===== src/rtl/membus_arbiter_pkg.sv =====
// Shared definitions for the two-requester memory bus arbiter.
// State/owner encodings and the request bundle muxed into the bus.
package membus_arbiter_pkg;

    localparam logic [1:0] ST_IDLE   = 2'd0;
    localparam logic [1:0] ST_ACCESS = 2'd1;
    localparam logic [1:0] ST_ACK    = 2'd2;

    localparam logic [1:0] OWN_NONE = 2'b00;
    localparam logic [1:0] OWN_CPU  = 2'b01;
    localparam logic [1:0] OWN_DMA  = 2'b10;

    localparam int REGION_BIT = 15;

    typedef struct packed {
        logic        we;
        logic [15:0] addr;
        logic [7:0]  wdata;
    } bus_req_t;

endpackage


===== src/rtl/membus_waitctr.sv =====
// Loadable 4-bit wait-state down-counter; o_last flags the final
// ACCESS cycle. Load value picks ROM or RAM timing from the region bit.
module membus_waitctr #(
    parameter int ROM_WAIT = 2,
    parameter int RAM_WAIT = 1
) (
    input  logic i_clk,
    input  logic i_rst,
    input  logic i_load,
    input  logic i_ram,
    input  logic i_dec,
    output logic o_last
);

    localparam logic [3:0] ROM_W = 4'(ROM_WAIT);
    localparam logic [3:0] RAM_W = 4'(RAM_WAIT);

    logic [3:0] r_cnt;

    always_ff @(posedge i_clk or posedge i_rst) begin
        if (i_rst) begin
            r_cnt <= 4'd0;
        end else if (i_load) begin
            r_cnt <= i_ram ? RAM_W : ROM_W;
        end else if (i_dec && r_cnt != 4'd0) begin
            r_cnt <= r_cnt - 4'd1;
        end
    end

    assign o_last = (r_cnt == 4'd1);

endmodule


===== src/rtl/membus_arbiter.sv =====
// CPU/DMA arbiter for the 64K ROM/RAM bus: IDLE -> ACCESS -> ACK.
// Every bus strobe and ack is driven straight from a flop.
module membus_arbiter
    import membus_arbiter_pkg::*;
#(
    parameter int ROM_WAIT     = 2,
    parameter int RAM_WAIT     = 1,
    parameter int STARVE_LIMIT = 8
) (
    input  logic        i_clk,
    input  logic        reset,
    input  logic        cpu_req,
    input  logic        cpu_we,
    input  logic [15:0] cpu_addr,
    input  logic [7:0]  cpu_wdata,
    output logic        cpu_ack,
    output logic [7:0]  cpu_rdata,
    input  logic        dma_req,
    input  logic        dma_we,
    input  logic [15:0] dma_addr,
    input  logic [7:0]  dma_wdata,
    output logic        dma_ack,
    output logic [7:0]  dma_rdata,
    output logic [15:0] mem_addr,
    output logic [7:0]  mem_wdata,
    input  logic [7:0]  mem_rdata,
    output logic        rom_cs_n,
    output logic        ram_cs_n,
    output logic        mem_oe_n,
    output logic        mem_we_n,
    output logic [1:0]  owner,
    output logic        rom_wr_err
);

    localparam int SW = $clog2(STARVE_LIMIT + 1);
    localparam logic [SW-1:0] LIM = SW'(STARVE_LIMIT);

    logic [1:0]    r_state;
    logic [SW-1:0] r_starve;
    logic          r_we;
    logic [7:0]    r_rdata;
    logic          w_cpu_win;
    logic          w_grant;
    logic          w_last;
    logic          w_ram;
    bus_req_t      w_sel;

    // DMA only overrides a contending CPU once it has been starved
    assign w_cpu_win = cpu_req && !(dma_req && r_starve == LIM);
    assign w_grant   = (r_state == ST_IDLE) && (cpu_req || dma_req);
    assign w_sel     = w_cpu_win ? '{cpu_we, cpu_addr, cpu_wdata}
                                 : '{dma_we, dma_addr, dma_wdata};
    assign w_ram     = w_sel.addr[REGION_BIT];

    membus_waitctr #(
        .ROM_WAIT (ROM_WAIT),
        .RAM_WAIT (RAM_WAIT)
    ) u_waitctr (
        .i_clk  (i_clk),
        .i_rst  (reset),
        .i_load (w_grant),
        .i_ram  (w_ram),
        .i_dec  (r_state == ST_ACCESS),
        .o_last (w_last)
    );

    always_ff @(posedge i_clk or posedge reset) begin
        if (reset) begin
            r_state    <= ST_IDLE;
            r_starve   <= '0;
            r_we       <= 1'b0;
            r_rdata    <= 8'h00;
            owner      <= OWN_NONE;
            cpu_ack    <= 1'b0;
            dma_ack    <= 1'b0;
            mem_addr   <= 16'h0000;
            mem_wdata  <= 8'h00;
            rom_cs_n   <= 1'b1;
            ram_cs_n   <= 1'b1;
            mem_oe_n   <= 1'b1;
            mem_we_n   <= 1'b1;
            rom_wr_err <= 1'b0;
        end else begin
            case (r_state)
                ST_IDLE: begin
                    if (w_grant) begin
                        mem_addr  <= w_sel.addr;
                        mem_wdata <= w_sel.wdata;
                        r_we      <= w_sel.we;
                        owner     <= w_cpu_win ? OWN_CPU : OWN_DMA;
                        rom_cs_n  <= w_ram;
                        ram_cs_n  <= !w_ram;
                        mem_oe_n  <= w_sel.we;
                        // ROM is never strobed for write
                        mem_we_n  <= !(w_sel.we && w_ram);
                        if (w_sel.we && !w_ram) begin
                            rom_wr_err <= 1'b1;
                        end
                        if (!w_cpu_win) begin
                            r_starve <= '0;
                        end else if (dma_req && r_starve != LIM) begin
                            r_starve <= r_starve + 1'b1;
                        end
                        r_state <= ST_ACCESS;
                    end
                end
                ST_ACCESS: begin
                    if (w_last) begin
                        if (!r_we) begin
                            r_rdata <= mem_rdata;
                        end
                        rom_cs_n <= 1'b1;
                        ram_cs_n <= 1'b1;
                        mem_oe_n <= 1'b1;
                        mem_we_n <= 1'b1;
                        cpu_ack  <= (owner == OWN_CPU);
                        dma_ack  <= (owner == OWN_DMA);
                        r_state  <= ST_ACK;
                    end
                end
                ST_ACK: begin
                    cpu_ack <= 1'b0;
                    dma_ack <= 1'b0;
                    owner   <= OWN_NONE;
                    r_state <= ST_IDLE;
                end
                default: begin
                    r_state <= ST_IDLE;
                end
            endcase
        end
    end

    assign cpu_rdata = r_rdata;
    assign dma_rdata = r_rdata;

endmodule


===== config.mk =====
export PLATFORM = sky130hd
export DESIGN_NAME = membus_arbiter
export DESIGN_NICKNAME = d
export VERILOG_FILES = /design/src/rtl/membus_arbiter_pkg.sv /design/src/rtl/membus_waitctr.sv /design/src/rtl/membus_arbiter.sv
export SDC_FILE = /design/constraint.sdc
export NUM_CORES = 1
export LEC_CHECK = 0
export ABC_AREA = 0
export CAP_MARGIN = 20
export CORE_ASPECT_RATIO = 1.2
export CORE_MARGIN = 4
export CORE_UTILIZATION = 40
export DETAILED_ROUTE_END_ITERATION = 10
export PLACE_DENSITY = 0.76
export SETUP_SLACK_MARGIN = 0.1
export SYNTH_ARGS = -nofsm -noshare
export SYNTH_HDL_FRONTEND = slang
export SYNTH_SLANG_ARGS = --single-unit
export TNS_END_PERCENT = 10

===== constraint.sdc =====
create_clock -name i_clk -period 3 [get_ports i_clk]
set_clock_uncertainty 0.05 [all_clocks]
set_input_delay 0.75 -clock i_clk [delete_from_list [all_inputs] [get_ports i_clk]]
set_output_delay 0.75 -clock i_clk [all_outputs]
set_load 0.03 [all_outputs]

==> results of run 1 <==
## final cells by class
class / count / share of cell area [%]
clock buffers: 5 / 1.887
repair buffers: 115 / 31.57
multi-input cells: 129 / 26.60
well taps: 80 / 2.745
clock inverters: 3 / 0.6520
flip-flops and latches: 52 / 35.83
inverters: 7 / 0.7207
## worst min-delay path by stage
stage | end | slack [ns] | depth (start not counted)
after global routing | u_waitctr.r_cnt[3] | 0.48 | 1
after global placement | mem_addr[15] | 0.41 | 2
after CTS | mem_addr[15] | 0.45 | 2
final | mem_addr[15] | 0.44 | 2
after detailed placement | rom_wr_err | 0.42 | 1
after floorplan | u_waitctr.r_cnt[3] | 0.42 | 1
## worst register-to-register path: cells and delay by family, from the launching register on
kind,cells,cell delay (ns)
flip-flops,1,0.43
adder cells (fa/ha/maj),1,0.19
AND/OR/NAND/NOR,3,0.54
AO/OA/AOI/OAI,1,0.26
buffers and inverters,2,0.33
## cells in the final DEF (no fill, tap or decap), types with 2 or more instances in the layout
cell type,instances
and2_1,2
dfrtp_1,48
dfstp_2,4
a21oi_1,5
xnor2_1,2
nor2_1,3
ha_1,5
nor3_1,2
o21ai_0,5
mux2_2,8
clkdlybuf4s50_1,110
nand3_1,7
nand2b_1,4
nand2_1,11
mux2i_1,2
o311a_1,2
nand4_1,2
a221o_1,23
clkbuf_8,5
buf_4,4
clkinvlp_4,2
inv_1,6
and3_1,23
## metrics by stage
stage                     std cells  instance area, um^2  util, %  power [mW]
after floorplan                 207                 2430        -       2.735
after global placement          383                 3553    61.47       3.533
after detailed placement        383                 3553    61.47       3.583
after CTS                       391                 3646    63.07       3.996
after global routing            391                 3646    63.07       4.199
final                           391                 3646    63.07       3.956
## power by group through the flow
stage | clock (mW) | sequential [mW] | combinational, mW
6_report | 0.404 | 1.30 | 2.25
2_1_floorplan | 0 | 1.81 | 0.924
4_1_cts | 0.417 | 1.30 | 2.28
3_5_place_dp | 0 | 1.30 | 2.28
3_3_place_gp | 0 | 1.30 | 2.23
5_1_grt | 0.443 | 1.36 | 2.40
## flip-flops by register name, indices dropped and copies added (netlist names)
register and count:
mem_addr 16, r_starve 4, cpu_rdata 8, dma_ack 1
mem_wdata 8, owner 2, mem_we_n 1, rom_wr_err 1
ram_cs_n 1, mem_oe_n 1, u_waitctr.r_cnt 4, r_state 2
rom_cs_n 1, r_we 1, cpu_ack 1
## metal layers
layer  track usage (%)  share of wire [%]  vias to the layer above
met5                 0                  0                        -
met4             6.304                2.3                        0
met3             6.358                 11                       12
met2             28.23                 48                       98
met1             19.36                 39                      952
li1                  -                  -                      969
## logic make-up (layout without fill, tap and decap cells)
group	Yosys count	count (layout)	share of synthesized area (%)
AOI/OAI and AO/OA	44	44	15.40
xor gates and xnor gates	3	3	1.082
adders and majority gates	5	5	2.575
buffers and inverters	26	130	6.334
DFF	52	52	53.76
muxes	10	10	4.532
and+or+nand+nor	67	67	16.32
==> key figures, run 1 <==
Outcome
  – Status: completed

Detailed routing
  – Routed len/inst: 15.65 um
  – Initial DRC count: 85
  – Drt drc: 0
  – DR vias: 2031
  – Vias per inst: 5.194
  – Aggregate routed wire length: 6121 um
  – Pre-antenna DRT Iters: 4
  – DRT antenna net count: 0

Clock tree
  – CTS sink count: 52
  – CTS tree: built
  – Clk slew on worst S/H paths: 0.10 ns
  – Post-CTS Setup Repair Bufs: 0
  – Hold-fix buffers, CTS: 0
  – Post_cts resized: 0
  – Clk root buf: clkbuf_8
  – Worst-skew pair later-pin latency: 0.30 ns
  – Clock buffer depth: 2
  – H-tree Lvls: 2
  – CTS buffer count: 5

Cells and area
  – Storage element area: 0.001306 mm^2
  – Area of the multi-input gates: 969.7 um^2
  – Fillcell total: 521
  – Diode count: 0
  – Area Growth Syn to Fin: 50.05%
  – Share of cells above drive strength 1: 10.93%
  – Fin nets: 377

Global route
  – First-pass GRT wire length: 9991 um
  – Maximum number of pins on one net before global-route repair: 37
  – Initial antenna violation count: 0
  – Vias in the first global route: 2192
  – GRT Total Usage: 16.81%
  – Remaining Overflow, GRT: 0

Placed design
  – Post-DP HPWL: 4707 um
  – Routability cong.: 0.7752
  – Post-Place Setup Slack: 0.3838 ns
  – Port bufs: 110

Pwr
  – Sw Share: 43.30%
  – Max IR drop VDD: 0.0006068 V
  – Pwr/cell area: 1085 mW/mm^2
  – Net Switching: 1.713 mW
  – Clk pwr share: 10.2%
  – Internal: 2.243 mW
  – Sequential group share of total power: 32.9%
  – P_leak: 1.586 nW
  – Gate power share: 56.9%

STA
  – Final setup TNS: 0 ns
  – Slew headroom: 60.45%
  – Unrepaired setup endpoints after global routing: false
  – Final hold violations: 0
  – Max Slew Vio Count: 0
  – Final setup viols: 0
  – Fin worst setup slack: 0.6653 ns
  – FMAX: 428.3 MHz
  – Worst slew pin tran: 0.5933 ns
  – Tightest hold margin: 0.4419 ns
  – Fin crit share: 77.82%
  – Final Critical Period: 2.335 ns

Worst hold path
  – Worst hold start: mem_addr[15]
  – Hold Path Class: reg -> reg

Floorplan
  – Initial Utilization: 42.03%
  – Core Region: 0.005781 mm^2
  – Io pins: 111
  – Row Count: 30
  – Die X-Extent: 79.15 um
  – Die height: 93.38 um
  – Die area: 0.007391 mm^2

Synthesis
  – Syn_nets: 274
  – Netlist cell types: 45
  – EDFF count, synth: 0
  – Count leader, synth: dfrtp_1
  – Yosys top cell area share: 49.43%
  – Syn Area/Cell: 11.74 um^2
  – Area contributors post-synth: dfrtp_1, a221o_1, and3_1
  – Synth Register Bits: 52
  – Mapped cell area: 0.002430 mm^2
  – Post-Syn Instances: 207
  – Ys Warns: 0
  – Synth async-reset ratio: 100.0%
  – Post-synth top cells: dfrtp_1, a221o_1, and3_1
  – Top_reg_cell synth: dfrtp_1
  – Synth area leader: dfrtp_1
  – Part of the Yosys area used for sequential elements: 53.76%

Worst setup path
  – End of the worst register-to-register path: mem_addr[7]
  – R2R Path Start: r_starve[0]
  – Setup crit end: mem_we_n
  – R2R depth: 7
  – CP cell instances: clkdlybuf4s50_1
  – Critical Path Start: mem_we_n
  – Levels on crit path: 1
  – Setup slack, reg-to-reg: 1.09 ns
  – Critical Path RT: 2.20 ns
  – Worst Path Class, Setup: reg -> out
  – Crit path DAT: 1.53 ns
  – CP top delay family: buffers and inverters
  – Crit Path Max Fanout: 2
  – Slowest cell delay on critical path: 0.68 ns
  – Worst path slowest cell: clkdlybuf4s50_1
  – Crit path buf inv count: 1
  – Critical Path Sink Type: primary output
  – Critical Path Start Type: register

Run
  – Max-cap violation count: 0
No activity file was read; power rests on OpenSTA's default activity.
==> run 2, diff against run 1 <==
clock period = 2.29 ns   (was 3 ns; I/O delays follow)
==> run 2 against run 1 <==
Compared with the run above:
- clock power is 36% higher
- register-to-register slack worse by 0.68 ns
- sequential share of layout area is 0.56 points lower
- combinational power is 33% higher
- final cell count is 1.3% higher
- wire length is 5.8% higher
- hold slack hardly changed
- largest power group unchanged
==> key figures, run 2 (same netlist as run 1, synthesis figures left out) <==
Outcome
  – Status: completed

Floorplan
  – Die height: 93.38 um (unchanged)
  – Core Region: 0.005781 mm^2 (unchanged)
  – Die X-Extent: 79.15 um (unchanged)
  – Io pins: 111 (unchanged)
  – Row Count: 30 (unchanged)
  – Die area: 0.007391 mm^2 (unchanged)
  – Initial Utilization: 42.03% (unchanged)

Global route
  – Remaining Overflow, GRT: 0 (unchanged)
  – First-pass GRT wire length: 10290 um (+3.0%)
  – Initial antenna violation count: 0 (unchanged)
  – GRT Total Usage: 17.57% (+0.76 points)
  – Vias in the first global route: 2167 (-1.1%)
  – Maximum number of pins on one net before global-route repair: 37 (unchanged)

Worst setup path
  – Critical Path RT: 1.67 ns (-0.53 ns)
  – Crit Path Max Fanout: 2 (unchanged)
  – CP cell instances: clkdlybuf4s50_1
  – Worst path slowest cell: clkdlybuf4s50_1
  – Slowest cell delay on critical path: 0.68 ns (about the same)
  – Crit path DAT: 1.53 ns (about the same)
  – Crit path buf inv count: 1 (unchanged)
  – CP top delay family: buffers and inverters
  – Critical Path Start Type: register
  – Critical Path Sink Type: primary output
  – Worst Path Class, Setup: reg -> out

STA
  – Slew headroom: 61.73% (+1.3 points)
  – Final hold violations: 0 (unchanged)
  – FMAX: 465.0 MHz
  – Unrepaired setup endpoints after global routing: false
  – Worst slew pin tran: 0.5741 ns (-0.01920 ns)
  – Fin worst setup slack: 0.1395 ns (-0.5259 ns)
  – Final Critical Period: 2.151 ns
  – Final setup viols: 0 (unchanged)
  – Final setup TNS: 0 ns (unchanged)
  – Fin crit share: 93.91%
  – Max Slew Vio Count: 0 (unchanged)

Clock tree
  – Worst-skew pair later-pin latency: 0.30 ns (about the same)
  – H-tree Lvls: 2 (unchanged)
  – CTS buffer count: 5 (unchanged)
  – CTS sink count: 52 (unchanged)
  – CTS tree: built
  – Clock buffer depth: 2 (unchanged)
  – Clk slew on worst S/H paths: 0.10 ns (about the same)
  – Clk root buf: clkbuf_8
  – Hold-fix buffers, CTS: 0 (unchanged)

Cells and area
  – Commonest non-fill, non-tap cell in the layout: clkdlybuf4s50_1
  – Area of the multi-input gates: 969.7 um^2 (unchanged)
  – Max reg flops: 16 (unchanged)
  – Biggest register: mem_addr
  – Fillcell total: 490 (-6.0%)
  – Fin nets: 382 (+1.3%)
  – Storage element area: 0.001306 mm^2 (unchanged)
  – Most frequent cells in the layout: clkdlybuf4s50_1, dfrtp_1, and3_1, a221o_1, nand2_1
  – Area Growth Syn to Fin: 52.42%
  – Share of cells above drive strength 1: 12.34% (+1.4 points)
  – Diode count: 0 (unchanged)
  – Final Instance Count excl. Fillers: 396 (+1.3%)

Pwr
  – Max IR drop VDD: 0.0007002 V (+15%)
  – P_leak: 1.619 nW (+2.1%)
  – Pwr/cell area: 1422 mW/mm^2 (+31%)

Placed design
  – Post-Place Setup Slack: 0.05592 ns (-0.3279 ns)
  – Routability cong.: 0.7540 (-2.7%)
  – Inst Count DP: 388 (+1.3%)
  – Port bufs: 110 (unchanged)
  – Post-DP HPWL: 4847 um (+3.0%)

Detailed routing
  – Vias per inst: 5.222 (+0.54%)
  – Drt drc: 0 (unchanged)
  – Routed len/inst: 16.35 um (+4.4%)
  – Aggregate routed wire length: 6475 um (+5.8%)
  – Pre-antenna DRT Iters: 4 (unchanged)
  – Initial DRC count: 88 (+3.5%)
  – DRT antenna net count: 0 (unchanged)
  – DR vias: 2068 (+1.8%)

Run
  – Max-cap violation count: 0 (unchanged)

Worst hold path
  – Hold Path Class: reg -> reg
-- run 2: cell types whose count changed in the layout (fill, tap and decap cells not counted), sizes merged --
| cell | change |
|---|---|
| clkdlybuf4s50 | -1 |
| clkinv | -1 |
| buf | +5 |
| dlymetal6s2s | +1 |
| clkbuf | +1 |
-- run 2: layer usage --
metal	GRT usage [%]	vias up	wire length (um)
li1	-	975	-
met1	20.75	1000	2567
met2	29.35	85	3199
met3	6.358	8	579
met4	6.160	0	128
met5	0	-	0
-- run 2: timing repair --
item / in CTS / in global routing
endpoints found under the hold margin: 0 / 0
gates resized for setup: 0 / 1
setup endpoints to repair: 0 / 1
setup buffers: 0 / 0
-- run 2: power breakdown --
part           leakage, nW  switching [mW]  internal [mW]  total [mW]
Combinational        0.949            1.63           1.37        3.00
Clock               0.0434           0.304          0.245       0.550
Sequential           0.627           0.334           1.38        1.72
Total                 1.62            2.26           3.00        5.27
-- run 2: layout make-up --
type / instances / area share [%]
Clock inverter: 2 / 0.4054
Timing Repair Buffer: 120 / 32.50
Inverter: 7 / 0.7095
Clock buffer: 6 / 2.230
Tap cell: 80 / 2.703
Sequential cell: 52 / 35.27
Multi-Input combinational cell: 129 / 26.18
-- run 2: worst paths after layout --
check / end / startpoint / cells past startpoint / slack, ns
min reg2reg: rom_wr_err / rom_wr_err / 1 / 0.44
max in group asynchronous: mem_we_n / reset / 3 / 1.09
max reg2reg: cpu_rdata[6] / u_waitctr.r_cnt[1] / 6 / 0.41
max: mem_oe_n / mem_oe_n / 1 / 0.14
min: rom_wr_err / rom_wr_err / 1 / 0.44
min in group asynchronous: cpu_rdata[3] / reset / 2 / 0.51
-- run 2: per-stage QoR --
step | power, mW | hold WS, ns | util [%] | cell area, um^2
finish | 5.265 | 0.4419 | 64.07 | 3704
global route | 5.580 | 0.4709 | 64.07 | 3704
CTS | 5.307 | 0.4434 | 64.03 | 3701
detailed placement | 4.747 | 0.4102 | 62.34 | 3603
global placement | 4.679 | 0.4086 | 62.34 | 3603
floorplan | 3.583 | 0.4190 | - | 2430
==> run 3, diff against run 2 <==
CTS_CLUSTER_SIZE = 20   (was not set)
REMOVE_ABC_BUFFERS = 1   (was not set)
==> run 3 against run 2 <==
Compared with the run above:
- register-to-register slack worse by 0.05 ns
- wire length is 4.1% lower
- hold slack worse by 0.0078 ns
- worst setup slack better by 0.015 ns
- combinational power hardly changed
- final cell count is 0.51% lower
- sequential power hardly changed
- largest cell class unchanged
- largest power group unchanged
==> key figures, run 3 (same netlist as run 1, synthesis figures left out) <==
Outcome
  – Status: completed

Placed design
  – Post-DP HPWL: 4697 um (-3.1%)
  – DP Area: 0.003588 mm^2 (-0.42%)
  – Routability cong.: 0.7952 (+5.5%)
  – Port bufs: 110 (unchanged)
  – Post-Place Setup Slack: 0.02637 ns (-0.02956 ns)

Clock tree
  – Hold-fix buffers, CTS: 0 (unchanged)
  – Clock buffer depth: 2 (unchanged)
  – Clk root buf: clkbuf_8
  – CTS tree: built
  – Post_cts resized: 0 (unchanged)
  – CTS sink count: 52 (unchanged)
  – Clk slew on worst S/H paths: 0.08 ns (-0.02 ns)
  – H-tree Lvls: 2 (unchanged)
  – CTS buffer count: 5 (unchanged)
  – Worst-skew pair later-pin latency: 0.29 ns (about the same)
  – Post-CTS Setup Repair Bufs: 0 (unchanged)

STA
  – FMAX: 468.2 MHz (+0.69%)
  – Worst slew pin tran: 0.6313 ns (+0.05725 ns)
  – Slew headroom: 57.91% (-3.8 points)
  – Final Critical Period: 2.136 ns (-0.01467 ns)
  – Max Slew Vio Count: 0 (unchanged)
  – Fin worst setup slack: 0.1541 ns (+0.01467 ns)
  – Final setup viols: 0 (unchanged)
  – Unrepaired setup endpoints after global routing: false
  – Final setup TNS: 0 ns (unchanged)
  – Fin crit share: 93.27% (-0.64 points)
  – Final hold violations: 0 (unchanged)

Detailed routing
  – Initial DRC count: 110 (+25%)
  – Drt drc: 0 (unchanged)
  – DR vias: 2033 (-1.7%)
  – Aggregate routed wire length: 6212 um (-4.1%)
  – Vias per inst: 5.160 (-1.2%)
  – Routed len/inst: 15.77 um (-3.6%)
  – DRT antenna net count: 0 (unchanged)
  – Pre-antenna DRT Iters: 4 (unchanged)

Pwr
  – Pwr/cell area: 1431 mW/mm^2 (+0.68%)
  – Max IR drop VDD: 0.0007757 V (+11%)
  – P_leak: 1.618 nW (about the same)

Cells and area
  – Post-route cell area: 0.003696 mm^2 (-0.20%)
  – Max reg flops: 16 (unchanged)
  – Diode count: 0 (unchanged)
  – Area Growth Syn to Fin: 52.11%
  – Biggest register: mem_addr
  – Most frequent cells in the layout: clkdlybuf4s50_1, dfrtp_1, and3_1, a221o_1, nand2_1
  – Fin nets: 380 (-0.52%)
  – Commonest non-fill, non-tap cell in the layout: clkdlybuf4s50_1
  – Share of cells above drive strength 1: 11.46% (-0.88 points)

Floorplan
  – Core Region: 0.005781 mm^2 (unchanged)
  – Initial Utilization: 42.03% (unchanged)
  – Io pins: 111 (unchanged)
  – Die X-Extent: 79.15 um (unchanged)
  – Die area: 0.007391 mm^2 (unchanged)
  – Die height: 93.38 um (unchanged)
  – Row Count: 30 (unchanged)

Worst setup path
  – Crit path DAT: 1.51 ns (-0.02 ns)
  – Critical Path Start Type: register
  – CP top delay family: buffers and inverters
  – Crit path buf inv count: 1 (unchanged)
  – Worst Path Class, Setup: reg -> out
  – Slowest cell delay on critical path: 0.68 ns (about the same)
  – Critical Path Sink Type: primary output
  – Worst path slowest cell: clkdlybuf4s50_1
  – Critical Path RT: 1.67 ns (about the same)
  – CP cell instances: clkdlybuf4s50_1
  – Crit Path Max Fanout: 2 (unchanged)

Global route
  – Initial antenna violation count: 0 (unchanged)
  – First-pass GRT wire length: 9970 um (-3.1%)
  – GRT Total Usage: 16.90% (-0.67 points)
  – Vias in the first global route: 2039 (-5.9%)
  – Maximum number of pins on one net before global-route repair: 37 (unchanged)
  – Remaining Overflow, GRT: 0 (unchanged)

Worst hold path
  – Hold Path Class: reg -> reg

Run
  – Max-cap violation count: 0 (unchanged)
-- run 3: cell type report --
class                      instances  area, um^2
fill                             516        2085
sequential                        52        1306
timing repair buffer             118        1186
multi-input combinational        129       969.7
tap                               80       100.1
clock buffer                       6       72.57
clock inverter                     2       35.03
inverter                           7       26.28
-- run 3: routing by layer --
layer | track usage (%) | part of all wire [%] | up-vias
li1 | - | - | 972
met5 | 0 | 0 | -
met1 | 20.62 | 40 | 962
met3 | 4.913 | 7.7 | 13
met2 | 29.00 | 50 | 86
met4 | 4.585 | 1.9 | 0
-- run 3: final timing paths --
| kind | slack (ns) | to | depth (start not counted) | startpoint |
|---|---|---|---|---|
| setup / recovery | 0.15 | mem_we_n | 1 | mem_we_n |
| setup reg to reg | 0.36 | cpu_rdata[4] | 6 | u_waitctr.r_cnt[1] |
| hold reg to reg | 0.43 | rom_wr_err | 1 | rom_wr_err |
| hold / removal | 0.43 | rom_wr_err | 1 | rom_wr_err |
| min in group asynchronous | 0.54 | cpu_rdata[0] | 2 | reset |
| max in group asynchronous | 1.06 | mem_we_n | 3 | reset |
-- run 3: stage by stage --
stage	total power, mW	std cells	utilization [%]	hold WS (ns)
5_1_grt	5.619	394	63.94	0.4522
3_3_place_gp	4.665	386	62.08	0.4157
4_1_cts	5.345	394	63.94	0.4370
6_report	5.290	394	63.94	0.4341
3_5_place_dp	4.728	386	62.08	0.4086
2_1_floorplan	3.413	188	-	0.4190
-- run 3: power breakdown --
part / switching [mW] / internal [mW] / total, mW / leakage, nW
registers: 0.320 / 1.38 / 1.70 / 0.627
clock network: 0.277 / 0.324 / 0.602 / 0.0552
logic: 1.62 / 1.36 / 2.99 / 0.936
